## config.mk

```make
export PLATFORM = sky130hd
export DESIGN_NAME = rock_ctrl
export DESIGN_NICKNAME = d
export VERILOG_FILES = /design/src/rtl/rock_pkg.sv /design/src/rtl/rock_dwell_timer.sv /design/src/rtl/rock_ctrl.sv
export SDC_FILE = /design/constraint.sdc
export NUM_CORES = 1
export LEC_CHECK = 0
export ABC_AREA = 1
export ABC_CLOCK_PERIOD_IN_PS = 4620
export CAP_MARGIN = 20
export CORE_MARGIN = 2
export CORE_UTILIZATION = 53
export DETAILED_ROUTE_END_ITERATION = 7
export GPL_TIMING_DRIVEN = 0
export PLACE_DENSITY = 0.76
export SLEW_MARGIN = 25
export SYNTH_ARGS = -nofsm -noshare
export SYNTH_HDL_FRONTEND = slang
export SYNTH_SLANG_ARGS = --single-unit
```

## constraint.sdc

```tcl
create_clock -name clk -period 4.62 [get_ports clk]
set_input_delay 0.924 -clock clk [delete_from_list [all_inputs] [get_ports clk]]
set_output_delay 0.924 -clock clk [all_outputs]
set_load 0.05 [all_outputs]
```

## src/rtl/rock_pkg.sv

```systemverilog
// Shared types and level-stepping helpers for the rocking-cradle controller.
package rock_pkg;

    typedef enum logic [2:0] {
        IDLE,
        SOOTHE,
        HOLD,
        DECAY,
        FAULT
    } rock_state_t;

    localparam int DEF_LEVEL_W = 3;

    typedef logic [DEF_LEVEL_W-1:0] level_t;

    // Wide enough for any practical LEVEL_W; callers narrow the result.
    typedef struct packed {
        logic [15:0] amp;
        logic [15:0] freq;
    } level_pair_t;

    function automatic level_pair_t step_up(level_pair_t l, logic [15:0] max);
        level_pair_t r;
        r = l;
        if (l.freq < max) begin
            r.freq = l.freq + 16'd1;
        end else if (l.amp < max) begin
            r.amp = l.amp + 16'd1;
        end
        return r;
    endfunction

    function automatic level_pair_t step_down(level_pair_t l);
        level_pair_t r;
        r = l;
        if (l.amp != 16'd0) begin
            r.amp = l.amp - 16'd1;
        end else if (l.freq != 16'd0) begin
            r.freq = l.freq - 16'd1;
        end
        return r;
    endfunction

endpackage

```

## src/rtl/rock_dwell_timer.sv

```systemverilog
// Tick-qualified dwell counter with clear, saturation and terminal-count compare.
module rock_dwell_timer
    import rock_pkg::*;
#(
    parameter int MAX = 16,
    parameter int W   = $clog2(MAX + 1)
) (
    input  logic         clk,
    input  logic         reset,
    input  logic         tick,
    input  logic         clear,
    input  logic [W-1:0] target,
    output logic         done
);

    logic [W-1:0] count;

    always_ff @(posedge clk or negedge reset) begin
        if (!reset) begin
            count <= '0;
        end else if (clear) begin
            count <= '0;
        end else if (tick && count != W'(MAX)) begin
            count <= count + W'(1);
        end
    end

    // Fires on the tick that brings the count up to target.
    assign done = tick && ({1'b0, count} + (W+1)'(1) >= {1'b0, target});

endmodule

```

## src/rtl/rock_ctrl.sv

```systemverilog
// Rocking-cradle controller: soothe/hold/decay level stepping on a slow tick.
// Define ROCK_CTRL_FAULT_EN to build in the full-level watchdog and FAULT state.
module rock_ctrl
    import rock_pkg::*;
#(
    parameter int LEVEL_W    = 3,
    parameter int STEP_TICKS = 4,
    parameter int CALM_TICKS = 16,
    parameter int ERR_TICKS  = 64
) (
    input  logic               clk,
    input  logic               reset,
    input  logic               start,
    input  logic               tick,
    input  logic               stress,
    output logic [LEVEL_W-1:0] amp,
    output logic [LEVEL_W-1:0] freq,
    output logic               active,
    output logic               error
);

`ifdef ROCK_CTRL_FAULT_EN
    localparam int CNT_MAX = (CALM_TICKS > ERR_TICKS) ? CALM_TICKS : ERR_TICKS;
    localparam int FULL_TICKS = ERR_TICKS;
`else
    localparam int CNT_MAX = CALM_TICKS;
    localparam int FULL_TICKS = (ERR_TICKS < CALM_TICKS) ? ERR_TICKS : CALM_TICKS;
`endif
    localparam int CNT_W = $clog2(CNT_MAX + 1);
    localparam logic [LEVEL_W-1:0] LVL_MAX = '1;

    rock_state_t        state_q;
    rock_state_t        state_d;
    logic [LEVEL_W-1:0] amp_d;
    logic [LEVEL_W-1:0] freq_d;
    logic               clear;
    logic               done;
    logic [CNT_W-1:0]   target;
    logic               full;
    level_pair_t        cur;
    level_pair_t        up;
    level_pair_t        dn;

    assign cur.amp  = 16'(amp);
    assign cur.freq = 16'(freq);
    assign up       = step_up(cur, 16'(LVL_MAX));
    assign dn       = step_down(cur);
    assign full     = (amp == LVL_MAX) && (freq == LVL_MAX);

    always_comb begin
        target = CNT_W'(STEP_TICKS);
        if (state_q == HOLD) begin
            target = CNT_W'(CALM_TICKS);
        end else if (state_q == SOOTHE && full) begin
            target = CNT_W'(FULL_TICKS);
        end
    end

    rock_dwell_timer #(
        .MAX (CNT_MAX),
        .W   (CNT_W)
    ) u_dwell (
        .clk    (clk),
        .reset  (reset),
        .tick   (tick),
        .clear  (clear),
        .target (target),
        .done   (done)
    );

    always_comb begin
        state_d = state_q;
        amp_d   = amp;
        freq_d  = freq;
        clear   = 1'b0;
        if (!start) begin
            state_d = IDLE;
            amp_d   = '0;
            freq_d  = '0;
            clear   = 1'b1;
        end else if (tick) begin
            unique case (state_q)
                IDLE: begin
                    if (stress) begin
                        state_d = SOOTHE;
                        amp_d   = '0;
                        freq_d  = LEVEL_W'(1);
                        clear   = 1'b1;
                    end
                end
                SOOTHE: begin
                    if (!stress) begin
                        state_d = HOLD;
                        clear   = 1'b1;
                    end else if (full) begin
`ifdef ROCK_CTRL_FAULT_EN
                        if (done) begin
                            state_d = FAULT;
                            amp_d   = '0;
                            freq_d  = '0;
                            clear   = 1'b1;
                        end
`endif
                    end else if (done) begin
                        amp_d  = LEVEL_W'(up.amp);
                        freq_d = LEVEL_W'(up.freq);
                        clear  = 1'b1;
                    end
                end
                HOLD: begin
                    if (stress) begin
                        state_d = SOOTHE;
                        clear   = 1'b1;
                    end else if (done) begin
                        state_d = DECAY;
                        clear   = 1'b1;
                    end
                end
                DECAY: begin
                    if (stress) begin
                        state_d = SOOTHE;
                        clear   = 1'b1;
                    end else if (done) begin
                        amp_d  = LEVEL_W'(dn.amp);
                        freq_d = LEVEL_W'(dn.freq);
                        clear  = 1'b1;
                        if (dn.amp == 16'd0 && dn.freq == 16'd0) begin
                            state_d = IDLE;
                        end
                    end
                end
                FAULT: begin
                    state_d = FAULT;
                end
                default: begin
                    state_d = IDLE;
                end
            endcase
        end
    end

    always_ff @(posedge clk or negedge reset) begin
        if (!reset) begin
            state_q <= IDLE;
            amp     <= '0;
            freq    <= '0;
        end else begin
            state_q <= state_d;
            amp     <= amp_d;
            freq    <= freq_d;
        end
    end

    assign active = (state_q != IDLE) && (state_q != FAULT);

`ifdef ROCK_CTRL_FAULT_EN
    assign error = (state_q == FAULT);
`else
    assign error = 1'b0;
`endif

endmodule
```

## Word level (Yosys, flattened, before mapping)

Cells that the tools add are included.

| storage, ports and cells | value |
|---|---|
| bits of input ports | 5 |
| flip-flop bits (word level) | 14 |
| word-level logic and storage cells | 98 |
| output and inout port bits | 8 |

| cells by class | value |
|---|---|
| muxes and demuxes | 45 |
| equal/unequal tests | 23 |
| magnitude comparators | 3 |
| reduce and logical (&&, ||, !) cells | 17 |
| add/sub/neg operators | 6 |

Operators with widths:

| kind | count |
|---|---|
| 3-bit two-way mux | 27 |
| 16-bit two-way mux | 3 |
| 3-bit inequality test (second input constant) | 11 |
| 16-bit zero test | 2 |
| 16-bit nonzero test | 2 |
| 5-bit two-way mux | 4 |
| 3-bit case mux with 3 select lines | 2 |
| 3-bit case mux with 5 select lines | 1 |
| 4-bit inequality test (second input constant) | 3 |
| 10-bit AND reduction | 1 |
| 3-bit == test (second input constant) | 3 |
| 9-bit AND reduction | 1 |
| 3-bit by 1-bit subtractor with 4-bit output (second input constant) | 2 |
| 1-bit two-way mux | 7 |
| 3-bit by 1-bit adder with 3-bit output (second input constant) | 2 |
| 5-bit by 1-bit adder with 6-bit output (second input constant) | 1 |
| 3-bit by 2-bit == test with 1-bit output (second input constant) | 2 |
| 6-bit by 5-bit >= comparator with 1-bit output | 1 |
| 1-bit logical AND | 6 |
| 3-bit < comparator (second input constant) | 2 |
| 6-bit AND reduction | 1 |
| 5-bit by 1-bit adder with 5-bit output (second input constant) | 1 |
| 5-bit inequality test (second input constant) | 1 |
| 4-bit by 1-bit inequality test with 1-bit output (second input constant) | 1 |
| other kinds (7) | 7 |

## Logic depth before layout (Yosys ltp)

| depth | value |
|---|---|
| word-level depth | 14 |
| depth in mapped cells | 17 |
| mapped depth without buffers | 17 |

## Modules after synthesis

From an unflattened synthesis, not the netlist that was laid out.

| second synthesis, totals | value |
|---|---|
| cell total of the unflattened synthesis | 205 |
| area, all modules | 1,411.4 um^2 |

Modules (own cells, without submodules):

| module | sequential area each (um^2) | area each (um^2) | cells each | times used |
|---|---|---|---|---|
| rock_ctrl | 225.2 | 982.2 | 148 | 1 |
| rock_dwell_timer | 125.1 | 429.2 | 57 | 1 |

## Worst setup path before layout

OpenSTA, ideal clock, no wires.

| path | value |
|---|---|
| path kind | register to register |
| start point | reg freq[0] |
| end point | reg amp[2] |
| arrival | 2.339 ns |
| buffers on the path | 0 |
| stages on the path, launching flop included | 14 |
| data required time | 4.553 ns |
| setup slack | 2.213 ns |
| setup time | 0.067 ns |
| path through | dfrtp_1 -> ha_1 -> ha_1 -> a31oi_1 -> ha_1 -> a21oi_1 -> nand3_1 -> nand2_1 -> nand2_1 -> nand2_2 -> nand4_2 -> nand3_2 -> nand2_1 -> nand2_1 |

| on the way | value |
|---|---|
| word-level cells in the longest chain between the ends | 9 |
| elaborated cells on any way between the ends | 13 |

RTL lines:

| item | line | RTL |
|---|---|---|
| start, declared | rock_ctrl.sv:17 | `output logic [LEVEL_W-1:0] freq,` |
| start signal, assigned | rock_ctrl.sv:150 | `freq <= freq_d;` |
| 3-bit == test | rock_ctrl.sv:48 | `assign full = (amp == LVL_MAX) && (freq == LVL_MAX);` |
| 1-bit logical AND | rock_ctrl.sv:48 |  |
| 1-bit logical AND | rock_ctrl.sv:54 | `end else if (state_q == SOOTHE && full) begin` |
| 5-bit two-way mux | rock_ctrl.sv:54 |  |
| 5-bit two-way mux | rock_ctrl.sv:52 | `if (state_q == HOLD) begin` |
| 6-bit by 5-bit >= comparator with 1-bit output | rock_dwell_timer.sv:29 | `assign done = tick && ({1'b0, count} + (W+1)'(1) >= {1'b0, target});` |
| 1-bit logical AND | rock_dwell_timer.sv:29 |  |
| 3-bit inequality test (no line) | n/a |  |
| 10-bit AND reduction (no line) (*) | n/a |  |
| end signal, assigned | rock_ctrl.sv:149 | `amp <= amp_d;` |
| end, declared | rock_ctrl.sv:16 | `output logic [LEVEL_W-1:0] amp,` |

Mark *: on every way between the ends. The rest lies on a longest branch, timed or not.
A chain may end at the register's enable or synchronous reset.

## Worst setup path after layout

| path | value |
|---|---|
| start point | reg state_q[1] |
| end point | out active |

| on the way | value |
|---|---|
| word-level cells in the longest chain between the ends | 2 |
| elaborated cells on any way between the ends | 3 |

RTL lines:

| item | line | RTL |
|---|---|---|
| start, declared | rock_ctrl.sv:32 | `rock_state_t state_q;` |
| start signal, assigned | rock_ctrl.sv:148 | `state_q <= state_d;` |
| 3-bit inequality test / 3-bit nonzero test (equally long branches) | rock_ctrl.sv:154 | `assign active = (state_q != IDLE) && (state_q != FAULT);` |
| 1-bit logical AND (*) | rock_ctrl.sv:154 |  |
| end, declared | rock_ctrl.sv:18 | `output logic active,` |

Marked as above.

==> results summary <==
The flow ran to the end, and the final reports show no timing, DRC or antenna violations. The leakage power figure is 0.742 nW. The number of synthesis warnings is 0. The critical path ends at active. Setup violations remaining at the end of the flow were counted as 0. The post-cts sizing count is 0. The synthesized area is approximately 1300 um2.

On the critical path, the stage with the largest delay is an instance of clkdlybuf4s50_1. The initial antenna violation count is 0. The detailed placer's ending HPWL came out at around 2.3 mm. The last weighted congestion value of the routability-driven placer is about 0.88. In this run the number of cells on the critical path is 3. By area, the combinational part of the netlist is dominated by simple AND/OR/NAND/NOR gates. The final clock skew came out at 14.7 ps. The netlist uses 33 different library cells. The total area inside the core boundary comes to about 2400 um2. The signed area change from the synthesized netlist to the final layout came out at 12.1%. The buffer type at the clock tree root is clkbuf_4. In this design, the largest share of critical-path delay is due to buffers and inverters.

The I/O pin count is 13. The maximum frequency from static timing analysis is around 370 MHz. Walking the worst path, the cells encountered are nor2_2 > inv_1 > clkdlybuf4s50_1. The tree built by TritonCTS fans out to 14 sinks. The count of endpoints failing hold in the final timing report came out at 0.

The endpoint identified for the worst register-to-register timing path is freq[2]$_DFFE_PN0P_. The headroom to the max-slew limit is 0.563. The source-to-sink clock delay at the later pin of the worst-skew pair came out at roughly 280 ps. The maximum fanout along the worst path came out at 6. Of the total synthesized cell area, the portion taken by full adders, half adders and majority gates is 0.123.

The post-synthesis mux area share is 0. The count of hold-fix buffers inserted at cts is 0. The final critical-path setup slack is a little under 2000 ps.

The repair_antennas step left the layout with diodes totalling 0. The critical path contains buffers and inverters numbering 2 combined. Dividing total power by cell area gives a power density of 475 nW/um2.

The classification of the worst-slack hold path is register to register. Setup repair after global routing left no endpoint under its margin. Once detail routing completed, the nets flagged for antenna violations numbered 0. In the final layout, the share of cells above drive strength 1 is 0.138. The number of placement rows is 18. In the final routed layout, each cell accounts on average for about 13 um. The number of CTS-inserted buffers came out at 3. The multi-input combinational cell area came out at roughly 860 um2. Dividing the final minimum period by the clock period gives 0.581.

The flip-flop and latch area came out at 350 um2. The total negative slack is 0 ps. After synthesis, the mean cell area works out to 7.21 um2.

Fill cells in the final layout number 220. The die boundary height is 53.9 um. The ratio of routed vias to standard cells is between 5 and 6. The final routed wirelength across all metal layers is 2.85 mm. After the first detailed-routing iteration, the DRC count stood at 37.

TritonCTS built the clock tree. The die is 53.9 um wide. The maximum count of clock buffers along a single path is 2. The worst setup path is of the register to output port kind. The post-CTS setup repair buffer count came out at 0.

The worst setup slack for register-to-register paths is roughly 2100 ps. The longest individual stage delay on the worst path is around 790 ps. Of the total synthesized cell area, the portion taken by AND, OR, NAND and NOR gates is 0.363. The flip-flop and latch count after synthesis came out at 14. The post-synthesis compound-gate area fraction came out at 0.129.

The xor/xnor cell area share of the yosys netlist is 0.0332. The pin count of the biggest net entering global routing came out at 15. The count of input and output buffers is 10.

The number of H-tree levels is 1. The wire length of the first global-routing pass came out at 4.95 mm. Prior to clock tree synthesis, the placed netlist has a worst setup slack of roughly 1800 ps. For this run, the register share of the synthesized area comes to 0.265. For the pin with the worst max-slew slack, the measured transition is 653 ps. The critical path starts at state_q[1]$_DFFE_PN0P_. The total grt overflow came out at 0.

The total via count after detailed routing came out at approximately 1,200. The endpoint kind of the worst setup timing path is an output port. The worst setup path is launched from a register.

The minimum clock period is ~2700 ps. The number of iterations in the first detailed-routing pass came out at 4. The effective utilization at floorplan came out at 0.548. The number of global-route vias before repair was between 1,000 and 1,500. The number of max-capacitance violations reported is 0. After the last flow step, the layout net total stands at about 220. The number of nets handed over by synthesis was between 200 and 250. Measured in cells, the most critical reg-to-reg path has a length of 13. The number of pins exceeding their max-slew limit in the final report came out at 0.

In the routed design, unresolved DRC markers number 0. Data arrives at the worst endpoint at about 1800 ps. The clock-pin slew of the registers on the worst-case setup and hold paths is roughly 90 ps. The required time of the critical path is 3700 ps. The cell count after synthesis is 183. The worst-case IR drop observed on VDD is ~290 uV. The die area came out at approximately 2900 um2.

The worst reg2reg path startpoint is state_q[2]$_DFFE_PN0P_. For this run, the total global-route usage over all layers was measured as 0.233.
[state kept, by name (all words and copies together), names as in the netlist]
register       flops
amp                3
freq               3
state_q            3
u_dwell.count      5
[layout make-up]
type / count / area share
clock buffer: 3 / 0.0152
multi-input combinational: 143 / 0.581
inverter: 24 / 0.0617
tap: 30 / 0.0254
buffer: 2 / 0.0127
sequential: 14 / 0.237
timing repair buffer: 10 / 0.0676
[worst min-delay path by stage]
stage | slack, ps | start | cells past startpoint | endpoint
after floorplan | 540 | state_q[2]$_DFFE_PN0P_ | 2 | state_q[2]$_DFFE_PN0P_
after CTS | 550 | freq[1]$_DFFE_PN0P_ | 2 | freq[1]$_DFFE_PN0P_
after global routing | 620 | freq[1]$_DFFE_PN0P_ | 2 | freq[1]$_DFFE_PN0P_
after global placement | 530 | freq[1]$_DFFE_PN0P_ | 2 | freq[1]$_DFFE_PN0P_
after detailed placement | 530 | freq[1]$_DFFE_PN0P_ | 2 | freq[1]$_DFFE_PN0P_
final | 540 | freq[1]$_DFFE_PN0P_ | 2 | freq[1]$_DFFE_PN0P_
[cell usage in the layout (no fill, tap or decap), drive strengths merged]
master,Yosys,routed
nand2,52,52
inv,23,23
nor2,20,20
dfrtp,14,14
o21ai,14,14
ha,13,13
nand3,12,12
clkdlybuf4s50,0,10
nand4,9,9
a21oi,8,8
xor2,4,4
clkbuf,0,3
buf,2,2
nor3,2,2
xnor2,1,1
a31oi,1,1
clkinv,1,1
a211oi,1,1
o21a,1,1
nor4,1,1
o22ai,1,1
a22oi,1,1
a32oi,1,1
conb,1,1
[where the power goes]
part | total, W | switching (W) | internal (W)
clock | 0.0000675 | 0.0000373 | 0.0000302
combinational | 0.000440 | 0.000289 | 0.000150
sequential | 0.000196 | 0.0000462 | 0.000149
[per-layer routing]
layer | GRT usage | share of wire | up-vias
li1 | - | - | 628
met1 | 0.274 | 0.44 | 574
met2 | 0.433 | 0.51 | 32
met3 | 0.00833 | 0.033 | 5
met4 | 0.103 | 0.018 | 0
met5 | 0 | 0 | -
[cell usage after synthesis, drive strengths merged]
cell,instances,area (um2)
nor2,20,92.6
ha,13,163
xnor2,1,8.76
inv,23,86.3
nand3,12,70.1
buf,2,18.8
a31oi,1,6.26
o21ai,14,70.1
clkinv,1,5.00
nor3,2,15.0
nand2,52,218
a22oi,1,7.51
o22ai,1,6.26
o21a,1,7.51
a32oi,1,8.76
xor2,4,35.0
a21oi,8,51.3
conb,1,3.75
nand4,9,62.6
a211oi,1,12.5
nor4,1,21.3
dfrtp,14,350
[metrics by stage]
step,util,std cells,cell area [um2],power [W],hold WS (ps)
final,0.614,226,1480,0.000703,538
after global placement,0.605,223,1460,0.000617,527
after global routing,0.614,226,1480,0.000770,616
after detailed placement,0.605,223,1460,0.000634,535
after CTS,0.614,226,1480,0.000703,549
after floorplan,-,183,1320,0.000524,539
[worst register-to-register path: cells and delay by family, from the launching register on]
kind / cells / cell delay [ps]
AO/OA/AOI/OAI: 2 / 310
adder cells (fa/ha/maj): 1 / 330
buffers and inverters: 1 / 140
flip-flops: 1 / 440
AND/OR/NAND/NOR: 9 / 1190
[kinds of logic after synthesis]
| group | Yosys count |
|---|---|
| adder cells (fa/ha/maj) | 13 |
| other | 1 |
| AND/OR/NAND/NOR | 96 |
| flip-flops | 14 |
| XOR/XNOR | 5 |
| buffers and inverters | 26 |
| AO/OA/AOI/OAI | 28 |
(Power assumes the default switching activity.)
